File: src/rtl/uart_rx_os.sv
// Oversampling UART receiver: 2-flop sync, 3-sample majority vote, 5..8 data bits, optional parity, 1 stop.
// Frames commit one clk after the stop-bit centre; the byte is held until rx_ack.
module uart_rx_os #(
  parameter int DATA_BITS  = 8,
  parameter int OVERSAMPLE = 16
) (
  input  logic       clk,
  input  logic       reset_n,
  input  logic       os_tick,
  input  logic       rx,
  input  logic       parity_en,
  input  logic       parity_odd,
  input  logic       rx_ack,
  input  logic       err_clr,
  output logic [7:0] rx_data,
  output logic       rx_valid,
  output logic       parity_err,
  output logic       frame_err,
  output logic       overrun_err,
  output logic       break_det,
  output logic       busy
);

  localparam int            CW       = $clog2(OVERSAMPLE);
  localparam logic [CW-1:0] HALF_M1  = CW'(OVERSAMPLE / 2 - 1);
  localparam logic [CW-1:0] FULL_M1  = CW'(OVERSAMPLE - 1);
  localparam logic [2:0]    LAST_BIT = 3'(DATA_BITS - 1);

  typedef enum logic [2:0] {
    S_IDLE, S_START, S_DATA, S_PARITY, S_STOP, S_WAIT_IDLE
  } state_t;

  state_t        r_state;
  state_t        w_state_nxt;
  logic [1:0]    r_sync;
  logic [2:0]    r_vote;
  logic [CW-1:0] r_cnt;
  logic [2:0]    r_bit_idx;
  logic [7:0]    r_shift;
  logic          r_par_acc;
  logic          r_par_bit;
  logic          r_par_mis;
  logic          r_stop;
  logic          r_commit;
  logic          w_rx_s;
  logic          w_voted;
  logic          w_at_half;
  logic          w_at_center;
  logic          w_break;

  assign w_rx_s      = r_sync[1];
  assign w_voted     = (r_vote[0] & r_vote[1]) | (r_vote[0] & r_vote[2]) | (r_vote[1] & r_vote[2]);
  assign w_at_half   = (r_cnt == HALF_M1);
  assign w_at_center = (r_cnt == FULL_M1);
  assign w_break     = (r_shift == 8'h00) && !r_stop && !(parity_en && r_par_bit);
  assign busy        = (r_state != S_IDLE);

  always_ff @(posedge clk or negedge reset_n) begin
    if (!reset_n) begin
      r_sync <= 2'b11;
      r_vote <= 3'b111;
    end else begin
      r_sync <= {r_sync[0], rx};
      if (os_tick) r_vote <= {r_vote[1:0], w_rx_s};
    end
  end

  always_ff @(posedge clk or negedge reset_n) begin
    if (!reset_n) r_state <= S_IDLE;
    else          r_state <= w_state_nxt;
  end

  always_comb begin
    w_state_nxt = r_state;
    if (os_tick) begin
      case (r_state)
        S_IDLE:      if (!w_rx_s) w_state_nxt = S_START;
        S_START:     if (w_at_half) w_state_nxt = w_voted ? S_IDLE : S_DATA;
        S_DATA:      if (w_at_center && (r_bit_idx == LAST_BIT))
                       w_state_nxt = parity_en ? S_PARITY : S_STOP;
        S_PARITY:    if (w_at_center) w_state_nxt = S_STOP;
        S_STOP:      if (w_at_center) w_state_nxt = w_voted ? S_IDLE : S_WAIT_IDLE;
        S_WAIT_IDLE: if (w_rx_s) w_state_nxt = S_IDLE;
        default:     w_state_nxt = S_IDLE;
      endcase
    end
  end

  // Counter and bit sampling; everything here advances only on os_tick.
  always_ff @(posedge clk or negedge reset_n) begin
    if (!reset_n) begin
      r_cnt     <= '0;
      r_bit_idx <= '0;
      r_shift   <= '0;
      r_par_acc <= 1'b0;
      r_par_bit <= 1'b0;
      r_par_mis <= 1'b0;
      r_stop    <= 1'b1;
    end else if (os_tick) begin
      case (r_state)
        S_IDLE: if (!w_rx_s) r_cnt <= '0;
        S_START: begin
          if (w_at_half) begin
            r_cnt     <= '0;
            r_bit_idx <= '0;
            r_shift   <= '0;
            r_par_acc <= 1'b0;
            r_par_bit <= 1'b0;
            r_par_mis <= 1'b0;
          end else begin
            r_cnt <= r_cnt + 1'b1;
          end
        end
        S_DATA: begin
          if (w_at_center) begin
            r_cnt              <= '0;
            r_shift[r_bit_idx] <= w_voted;
            r_par_acc          <= r_par_acc ^ w_voted;
            r_bit_idx          <= r_bit_idx + 3'd1;
          end else begin
            r_cnt <= r_cnt + 1'b1;
          end
        end
        S_PARITY: begin
          if (w_at_center) begin
            r_cnt     <= '0;
            r_par_bit <= w_voted;
            r_par_mis <= w_voted ^ r_par_acc ^ parity_odd;
          end else begin
            r_cnt <= r_cnt + 1'b1;
          end
        end
        S_STOP: begin
          if (w_at_center) begin
            r_cnt  <= '0;
            r_stop <= w_voted;
          end else begin
            r_cnt <= r_cnt + 1'b1;
          end
        end
        default: ;
      endcase
    end
  end

  always_ff @(posedge clk or negedge reset_n) begin
    if (!reset_n) r_commit <= 1'b0;
    else          r_commit <= os_tick && (r_state == S_STOP) && w_at_center;
  end

  // Commit has priority over rx_ack and err_clr.
  always_ff @(posedge clk or negedge reset_n) begin
    if (!reset_n) begin
      rx_data     <= '0;
      rx_valid    <= 1'b0;
      parity_err  <= 1'b0;
      frame_err   <= 1'b0;
      overrun_err <= 1'b0;
      break_det   <= 1'b0;
    end else begin
      if (r_commit) begin
        rx_data    <= r_shift;
        rx_valid   <= 1'b1;
        frame_err  <= ~r_stop;
        parity_err <= parity_en & r_par_mis;
      end else if (rx_ack) begin
        rx_valid <= 1'b0;
      end
      if (r_commit && rx_valid && !rx_ack) overrun_err <= 1'b1;
      else if (err_clr)                    overrun_err <= 1'b0;
      if (r_commit && w_break) break_det <= 1'b1;
      else if (err_clr)        break_det <= 1'b0;
    end
  end

endmodule

File: config.mk
export PLATFORM = sky130hd
export DESIGN_NAME = uart_rx_os
export DESIGN_NICKNAME = d
export VERILOG_FILES = /design/src/rtl/uart_rx_os.sv
export SDC_FILE = /design/constraint.sdc
export NUM_CORES = 1
export LEC_CHECK = 0
export BUFFER_PORTS_ARGS = -buffer_cell sky130_fd_sc_hd__buf_2
export CAP_MARGIN = 25
export CELL_PAD_IN_SITES_DETAIL_PLACEMENT = 0
export CELL_PAD_IN_SITES_GLOBAL_PLACEMENT = 1
export CORE_MARGIN = 5
export CORE_UTILIZATION = 50
export CTS_BUF_LIST = sky130_fd_sc_hd__clkbuf_8
export DETAILED_ROUTE_END_ITERATION = 10
export GPL_TIMING_DRIVEN = 0
export PLACE_DENSITY = 0.95
export SYNTH_ARGS = -nofsm -noshare
export SYNTH_HDL_FRONTEND = slang
export SYNTH_SLANG_ARGS = --single-unit
export TNS_END_PERCENT = 50
File: constraint.sdc
create_clock -name clk -period 3.7 [get_ports clk]
set_clock_uncertainty 0.15 [all_clocks]
set_input_delay 0.74 -clock clk [delete_from_list [all_inputs] [get_ports clk]]
set_output_delay 0.74 -clock clk [all_outputs]
set_load 0.02 [all_outputs]
* After elaboration in Yosys (flattened, before gate mapping)
Cells that the tools add are included.
** Word-level totals
- Flip-flop bits (word level) :: 41
- Input bits :: 8
- Output and inout port bits :: 14
- Word-level logic and storage cells :: 108
** Operators by class
- $add $sub $neg :: 2
- $lt $le $gt $ge :: 2
- Equal/unequal tests :: 15
- Mux-type cells :: 35
- Bitwise gates (word level) :: 9
- Reductions and logical operators :: 28
** Operator list (number)
- $mux 3 :: 10
- $pmux 3 s6 :: 1
- $mux 8 :: 2
- $pmux 8 s2 :: 1
- $ne 2x2->1 const B :: 7
- $mux 4 :: 3
- $pmux 4 s3 :: 1
- $logic_and 1x1->1 :: 10
- $mux 1 :: 10
- $reduce_bool 2->1 :: 5
- $eq 3x3->1 const B :: 3
- $bwmux 8 :: 1
- $logic_not 8->1 :: 1
- $reduce_and 4->1 :: 2
- $reduce_and 7->1 :: 1
- $eq 3x2->1 const B :: 2
- $pmux 1 s2 :: 3
- $pmux 3 s2 :: 1
- $reduce_and 3->1 :: 2
- $reduce_bool 3->1 :: 2
- $add 4x1->4 const B :: 1
- $and 1x1->1 :: 4
- $eq 4x3->1 const B :: 1
- $eq 4x4->1 const B :: 1
- 12 further kinds :: 16

* Depth between registers and ports, before layout
Gate-level depths: netlist (run 1).
- Word-level depth :: 7
- Depth in mapped cells :: 7
- Gate-level depth less buffers :: 6

* Worst setup path before layout (run 1)
Ideal clock, no wire load.
- Path type :: reg2out
- Start :: register r_state[2]
- End :: output port busy
- Data arrival time :: 1.128 ns
- Data required time :: 2.810 ns
- Setup slack :: 1.682 ns
- Stages on the path, launching flop included :: 3
- Path buffers :: 1
- Cell sequence :: dfrtp_1 > buf_2 > or3_1
** On the way
- Longest elaborated chain between the ends :: 1
** RTL lines
- start, declared :: line 33 : state_t r_state;
- start signal, assigned :: line 70 : else r_state <= w_state_nxt;
- $reduce_bool 3->1 :: line 56 : assign busy = (r_state != S_IDLE);
- end, declared :: line 21 : output logic busy
Every way passes these cells.

* Worst setup path in the final report (run 1)
Same ends and word-level chain as after synthesis.

==> out/results.txt, run 1 <==
status - completed
GRT Total Usage - 16.7%
DP HPWL - 2740 microns
Slowest cell on crit path - dfrtp_1
synth top area cells - dfrtp_1 (43%), dfstp_2 (7.7%), mux2_2 (6.1%), o21ai_1 (5.4%), nand2_1 (3.1%)
routed wire length - 4050 microns
# IOs - 22
TritonCTS Buffers - 5
Post-Syn Area per Cell - 10.6 sq um
cell area power density - 600 nW/um^2
Peak Freq - 402 MHz
Post-CTS Setup Bufs - 0
final setup TNS - 0 ns
R2R Setup Slk - 1.71 ns
worst slew pin tran - 0.898 ns
CP Class - register to output port
Peak VDD IR - 0.000336 V
Post-Syn Nets - 204
Reg2Reg Depth - 7
Layout area overhead - 13.6%
Worst Path Max Fanout - 10
Final Hold Fails - 0
EDFF count, synth - 0
FF+latch count, synth - 41
Die Wd - 73.9 microns
Slew Limit Fails - 0
Pre-Repair DR Iteration Count - 4
Setup crit start kind - register
TritonCTS clock tree - done
switch share - 36.0%
most used cell, CP - buf_2
Main synth FF type - dfrtp_1
combinational power share - 32.6%
number of gates resized after CTS - 0
DR vias/cell - 5.57
Die H - 73.9 microns
remaining antenna violation count - 0
Netlist Area Pre-Place - 2040 sq um
core area - 3970 sq um
Final min period - 2.49 ns
power share of the clock group - 26.3%
Avg WL per Cell - 15.0 microns
port bufs - 20
gpl congestion - 0.817
Initial DRC Count - 121
clk buf depth - 2
HP Class - register to register
largest area contributor in the netlist - dfrtp_1
area share of the largest cell type after synthesis - 42.9%
cell count after synthesis - 193
Initial Util - 51.4%
Required @ worst endpoint - 2.81 ns
GR Overflow Total - 0
Cell Chain, Critical Path - buf_2 > or3_1 > buf_2
drt drc - 0
CTS Sinks - 41
P_int - 0.891 mW
final setup vio count - 0
die area - 5460 sq um
initial antenna violation count - 0
ys async rst share - 100%
utilization after layout - 58.4%
CTS Hold Bufs - 0
Slew HR - 40.1%
# rows - 23
YS warnings - 0
Leak - 1.07 nW
max incr delay on CP - 0.50 ns
number of library cell types mapped by synthesis - 52
Via Count - 1,510
largest net degree at the start of global routing - 42
# diodes - 0
Crit path arrival time - 1.60 ns
Root Buffer - clkbuf_8
max-cap viol count - 0
htree depth - 2
worst hold path depth - 0
Clk pin slew, worst setup/hold paths - 0.08 ns
Crit. End Element - output port
RSZ-0062 raised after global routing - false
fin nets - 231
fraction of layout cells with a size suffix above 1 - 29.0%
sequential share of power - 41.1%
vias in the first global route - 1,425
first-pass GRT wire length - 6950 microns
clk_lat worst skew - 0.29 ns
period utilization - 67.3%
post-synthesis sequential area ratio - 50.6%
Net Switching - 0.501 mW
[registers in the layout, indices dropped and copies added (netlist names)]
signal	count
r_par_mis	1
r_commit	1
r_cnt	4
r_stop	1
overrun_err	1
r_vote	3
r_par_acc	1
break_det	1
rx_data	8
r_state	3
frame_err	1
r_sync	2
parity_err	1
r_shift	8
rx_valid	1
r_bit_idx	3
r_par_bit	1
[through the flow]
stage / hold WS (ns) / cells / cell area, sq um / worst slack (ns) / total power [mW]
after CTS: 0.209 / 271 / 2320 / 1.21 / 1.40
after global placement: 0.195 / 263 / 2200 / 1.47 / 1.02
after global routing: 0.210 / 271 / 2320 / 1.15 / 1.48
after detailed placement: 0.197 / 263 / 2200 / 1.47 / 1.02
final: 0.207 / 271 / 2320 / 1.21 / 1.39
after floorplan: 0.195 / 193 / 2040 / 1.68 / 0.928
[critical path, delay by kind of cell (launching register included)]
| kind | cells | cell delay, ns |
|---|---|---|
| and+or+nand+nor | 1 | 0.39 |
| DFF | 1 | 0.50 |
| buffers and inverters | 2 | 0.41 |
[power groups by stage]
stage | clock network [mW] | logic, mW | registers [mW]
after floorplan | 0 | 0.366 | 0.562
after global placement | 0 | 0.443 | 0.576
after detailed placement | 0 | 0.447 | 0.577
after CTS | 0.371 | 0.453 | 0.572
after global routing | 0.393 | 0.506 | 0.581
final | 0.365 | 0.454 | 0.572
[logic make-up (layout without fill, tap and decap cells)]
logic type | count (synthesis) | count (layout) | share of synthesized area, %
xor+xnor | 2 | 2 | 0.859
flops | 41 | 41 | 50.6
compound gates | 57 | 57 | 19.3
buf+inv | 18 | 46 | 3.74
mux | 14 | 14 | 7.60
simple gates | 57 | 57 | 15.5
fa+ha+maj | 4 | 4 | 2.39
[final cells by class]
class | count | area, sq um
repair buffers | 20 | 100
plain buffers | 10 | 46.3
clock inverters | 3 | 46.3
flip-flops and latches | 41 | 1030
clock buffers | 5 | 68.8
inverters | 8 | 30.0
multi-input cells | 134 | 931
well taps | 50 | 62.6
fillers | 337 | 1650
[path summary, 6_finish.rpt]
check	start	to
min reg2reg	r_sync[0]$_DFF_PN1_	r_sync[1]$_DFF_PN1_
max in group asynchronous	reset_n	r_cnt[3]$_DFFE_PN0P_
min in group asynchronous	reset_n	r_cnt[2]$_DFFE_PN0P_
min	r_sync[0]$_DFF_PN1_	r_sync[1]$_DFF_PN1_
max	r_state[2]$_DFFE_PN0P_	busy
max reg2reg	r_cnt[0]$_DFFE_PN0P_	r_shift[6]$_DFFE_PN0P_
[cells in the mapped netlist (2+ instances only)]
| master | n |
|---|---|
| a211oi_1 | 2 |
| a21o_1 | 2 |
| a21oi_1 | 3 |
| a22o_1 | 2 |
| a31oi_1 | 4 |
| a32o_1 | 2 |
| a41oi_1 | 2 |
| and3_1 | 2 |
| buf_2 | 4 |
| clkbuf_1 | 5 |
| dfrtp_1 | 35 |
| dfstp_2 | 6 |
| ha_1 | 3 |
| inv_1 | 8 |
| mux2_2 | 11 |
| mux2i_1 | 2 |
| nand2_1 | 17 |
| nand2b_1 | 2 |
| nand3_1 | 6 |
| nor2_1 | 10 |
| nor2b_1 | 3 |
| nor3_1 | 3 |
| nor4_1 | 3 |
| o21a_1 | 2 |
| o21ai_0 | 4 |
| o21ai_1 | 22 |
| o31a_1 | 2 |
| xnor2_1 | 2 |
[metal layers]
metal  track usage [%]  wire length (microns)  vias to the layer above
met2              24.6                   1820                       26
met4              6.24                     69                        0
met3              3.83                    158                        5
met5                 0                      0                        -
met1              23.9                   2000                      726
li1                  -                      -                      753
[placed cells by master, fill, tap and decap left out, types with 2 or more instances in the layout]
cell,netlist,routed
inv_1,8,8
a31oi_1,4,4
a32o_1,2,2
nor2_1,10,10
nor3_1,3,3
nand3_1,6,6
a21o_1,2,2
clkbuf_1,5,5
clkbuf_8,0,5
nand2_1,17,17
ha_1,3,3
nor4_1,3,3
a41oi_1,2,2
dfrtp_1,35,35
o31a_1,2,2
mux2i_1,2,2
buf_2,4,24
and3_1,2,2
nand2b_1,2,2
mux2_2,11,11
xnor2_1,2,2
nor2b_1,3,3
a211oi_1,2,2
a21oi_1,3,3
o21a_1,2,2
dfstp_2,6,6
o21ai_0,4,4
a22o_1,2,2
o21ai_1,22,22
No activity file was read; power rests on OpenSTA's default activity.
==> run 2, diff against run 1 <==
- ABC_AREA: default -> 1
- CORE_UTILIZATION: 50 -> 44
- PLACE_DENSITY: 0.95 -> 0.92
- clock period: 3.7 -> 2.4 ns (I/O delays scaled with it)
==> run 2 against run 1 <==
Compared with the run above: sequential power up 48%; via count up 23%; synthesized area up 3.9%; critical endpoint unchanged; count of clock-buffer cells in the layout unchanged; worst setup slack worse by 0.80 ns; global-route usage down 0.43 points; routed wire length up 8.1%; hold slack worse by 0.079 ns; critical path depth up 1; final cell count up 38%; non-clock buffer count down 1.
==> out/results.txt, run 2 <==
gpl congestion - 0.840 (+2.8%)
FF+latch count, synth - 41 (unchanged)
fraction of layout cells with a size suffix above 1 - 14.4% (-15 points)
Setup crit start kind - register
initial antenna violation count - 0 (unchanged)
cell area power density - 848 nW/um^2 (+41%)
routed wire length - 4380 microns (+8.1%)
Slew Limit Fails - 0 (unchanged)
YS warnings - 0 (unchanged)
status - completed
Net Switching - 0.826 mW (+65%)
fin nets - 330 (+43%)
DP HPWL - 3290 microns (+20%)
Fin Hold WS - 0.128 ns (-0.0790 ns)
EDFF count, synth - 0 (unchanged)
Main synth FF type - dfrtp_1
# diodes - 0 (unchanged)
RSZ-0062 raised after global routing - false
# rows - 25 (+8.7%)
Via Count - 1,851 (+23%)
clk buf depth - 2 (unchanged)
Avg WL per Cell - 11.7 microns (-22%)
Layout area overhead - 12.2%
Initial DRC Count - 100 (-17%)
switch share - 40.9% (+5.0 points)
Required @ worst endpoint - 1.77 ns (-1.04 ns)
P_int - 1.19 mW (+34%)
multiplexer share of the synthesized area - 0% (-7.6 points)
GR Overflow Total - 0 (unchanged)
R2R Setup Slk - 0.55 ns (-1.16 ns)
HP Class - primary input to register
sequential share of power - 42.0% (+0.9 points)
Root Buffer - clkbuf_8
Die Wd - 79.4 microns (+7.5%)
GRT Total Usage - 16.3% (-0.43 points)
synth top area cells - dfrtp_1 (41%), nand2_1 (22%), dfstp_2 (7.4%), nand3_1 (7.3%), nor2_1 (4.6%)
CTS Sinks - 41 (unchanged)
cell with the most instances after synthesis - nand2_1
period utilization - 82.8%
complex-gate fraction of the synthesized area - 3.42% (-16 points)
Pre-Repair DR Iteration Count - 4 (unchanged)
first-pass GRT wire length - 8130 microns (+17%)
Fill cells - 466 (+38%)
number of gates resized after CTS - 0 (unchanged)
TritonCTS clock tree - done
CP Class - register to output port
dpl cells - 366 (+39%)
largest area contributor in the netlist - dfrtp_1
Slew HR - 40.6% (+0.46 points)
total power - 2.02 mW (+45%)
final setup TNS - 0 ns (unchanged)
die area - 6310 sq um (+16%)
worst slew pin tran - 0.891 ns (-0.00691 ns)
Initial Util - 45.2% (-6.2 points)
drt drc - 0 (unchanged)
number of library cell types mapped by synthesis - 21 (-60%)
Final min period - 1.99 ns
Post-Syn Nets - 302 (+48%)
Clk pin slew, worst setup/hold paths - 0.08 ns (about the same)
cell count after synthesis - 291 (+51%)
Worst Path Max Fanout - 9 (-1)
vias in the first global route - 1,869 (+31%)
FF/Latch Area - 1030 sq um (unchanged)
Die H - 79.4 microns (+7.5%)
htree depth - 2 (unchanged)
fin cells - 374 (+38%)
final setup vio count - 0 (unchanged)
area occupied by multi-input gates - 956 sq um (+2.7%)
post-synthesis sequential area ratio - 48.7% (-1.9 points)
ys async rst share - 100% (unchanged)
commonest non-fill, non-tap cell in the layout - nand2_1
Final Hold Fails - 0 (unchanged)
max-cap viol count - 0 (unchanged)
Crit path arrival time - 1.36 ns (-0.24 ns)
DR vias/cell - 4.95 (-11%)
area share of the largest cell type after synthesis - 41.3% (-1.6 points)
Crit. End Element - output port
combinational power share - 36.1% (+3.5 points)
TritonCTS Buffers - 5 (unchanged)
# IOs - 22 (unchanged)
clk_lat worst skew - 0.30 ns (about the same)
utilization after layout - 50.7% (-7.7 points)
remaining antenna violation count - 0 (unchanged)
xor/xnor share of the synthesized area - 0.413% (-0.45 points)
power share of the clock group - 21.9% (-4.4 points)
largest net degree at the start of global routing - 42 (unchanged)
most frequent cells in the layout - nand2_1 (126), dfrtp_1 (35), nand3_1 (31)
Netlist Area Pre-Place - 2120 sq um (+3.9%)
biggest regs - r_shift (8), rx_data (8), r_cnt (4)
Peak VDD IR - 0.000552 V (+64%)
CTS Hold Bufs - 0 (unchanged)
Post-CTS Setup Bufs - 0 (unchanged)
Simple-Gate Fraction of Synth Area - 39.5% (+24 points)
core area - 4690 sq um (+18%)
largest family of logic cells by synthesized area - simple AND/OR/NAND/NOR gates
Peak Freq - 503 MHz
top post-synthesis cells by count - nand2_1 (126), dfrtp_1 (35), nand3_1 (31)
Post-Syn Area per Cell - 7.29 sq um (-31%)
Leak - 1.29 nW (+20%)
area share of fa/ha/maj cells after synthesis - 1.77% (-0.62 points)
port bufs - 21 (+5.0%)
## run 2: cell types whose count changed in the layout (fill, tap and decap cells not counted), sizes merged, moves of 12 or more
cell,delta
mux2,-12
nand2,+110
o21ai,-17
nand3,+25
inv,+15
nand4,+12
nor2,+18
## run 2: area by class of cell
type / count / share of cell area (%)
buffer: 8 / 1.74
clock buffer: 5 / 2.89
clock inverter: 3 / 0.736
inverter: 24 / 3.79
multi-input combinational: 218 / 40.2
sequential: 41 / 43.4
tap: 54 / 2.84
timing repair buffer: 21 / 4.42
## run 2: final timing paths
kind,from,endpoint,cells after the start
max,r_state[1]$_DFFE_PN0P_,busy,4
min,rx,r_sync[0]$_DFF_PN1_,1
max reg2reg,r_cnt[0]$_DFFE_PN0P_,r_shift[3]$_DFFE_PN0P_,9
min reg2reg,r_sync[0]$_DFF_PN1_,r_sync[1]$_DFF_PN1_,0
max in group asynchronous,reset_n,rx_data[5]$_DFFE_PN0P_,1
min in group asynchronous,reset_n,r_bit_idx[1]$_DFFE_PN0P_,1
## run 2: metal layers
| metal | part of all wire (%) | GRT usage, % | routed length [microns] | vias up |
|---|---|---|---|---|
| li1 | - | - | - | 982 |
| met1 | 51 | 21.7 | 2230 | 832 |
| met2 | 44 | 25.6 | 1910 | 30 |
| met3 | 3.7 | 3.50 | 164 | 7 |
| met4 | 1.6 | 6.53 | 72 | 0 |
| met5 | 0 | 0 | 0 | - |
## run 2: worst max-delay path, cell delays in order, from the launching register on
cell     delay, ns
dfrtp_1       0.37
buf_2         0.17
nor2_1        0.23
nand2_1       0.11
buf_2         0.17
## run 2: power groups by stage
stage	Sequential [mW]	Clock, mW	Combinational (mW)
finish	0.848	0.441	0.728
global route	0.861	0.495	0.851
CTS	0.847	0.461	0.736
detailed placement	0.859	0	0.734
global placement	0.858	0	0.721
floorplan	0.840	0	0.567
## run 2: stage by stage
step,setup WS [ns],cell area (sq um)
after global routing,0.306,2380
final,0.413,2380
after detailed placement,0.544,2290
after global placement,0.599,2290
after floorplan,0.797,2120
after CTS,0.405,2380
## run 2: cell families after synthesis
family | Yosys count
and+or+nand+nor | 200
xor gates and xnor gates | 1
DFF | 41
AOI/OAI and AO/OA | 14
buffers and inverters | 32
adders and majority gates | 3
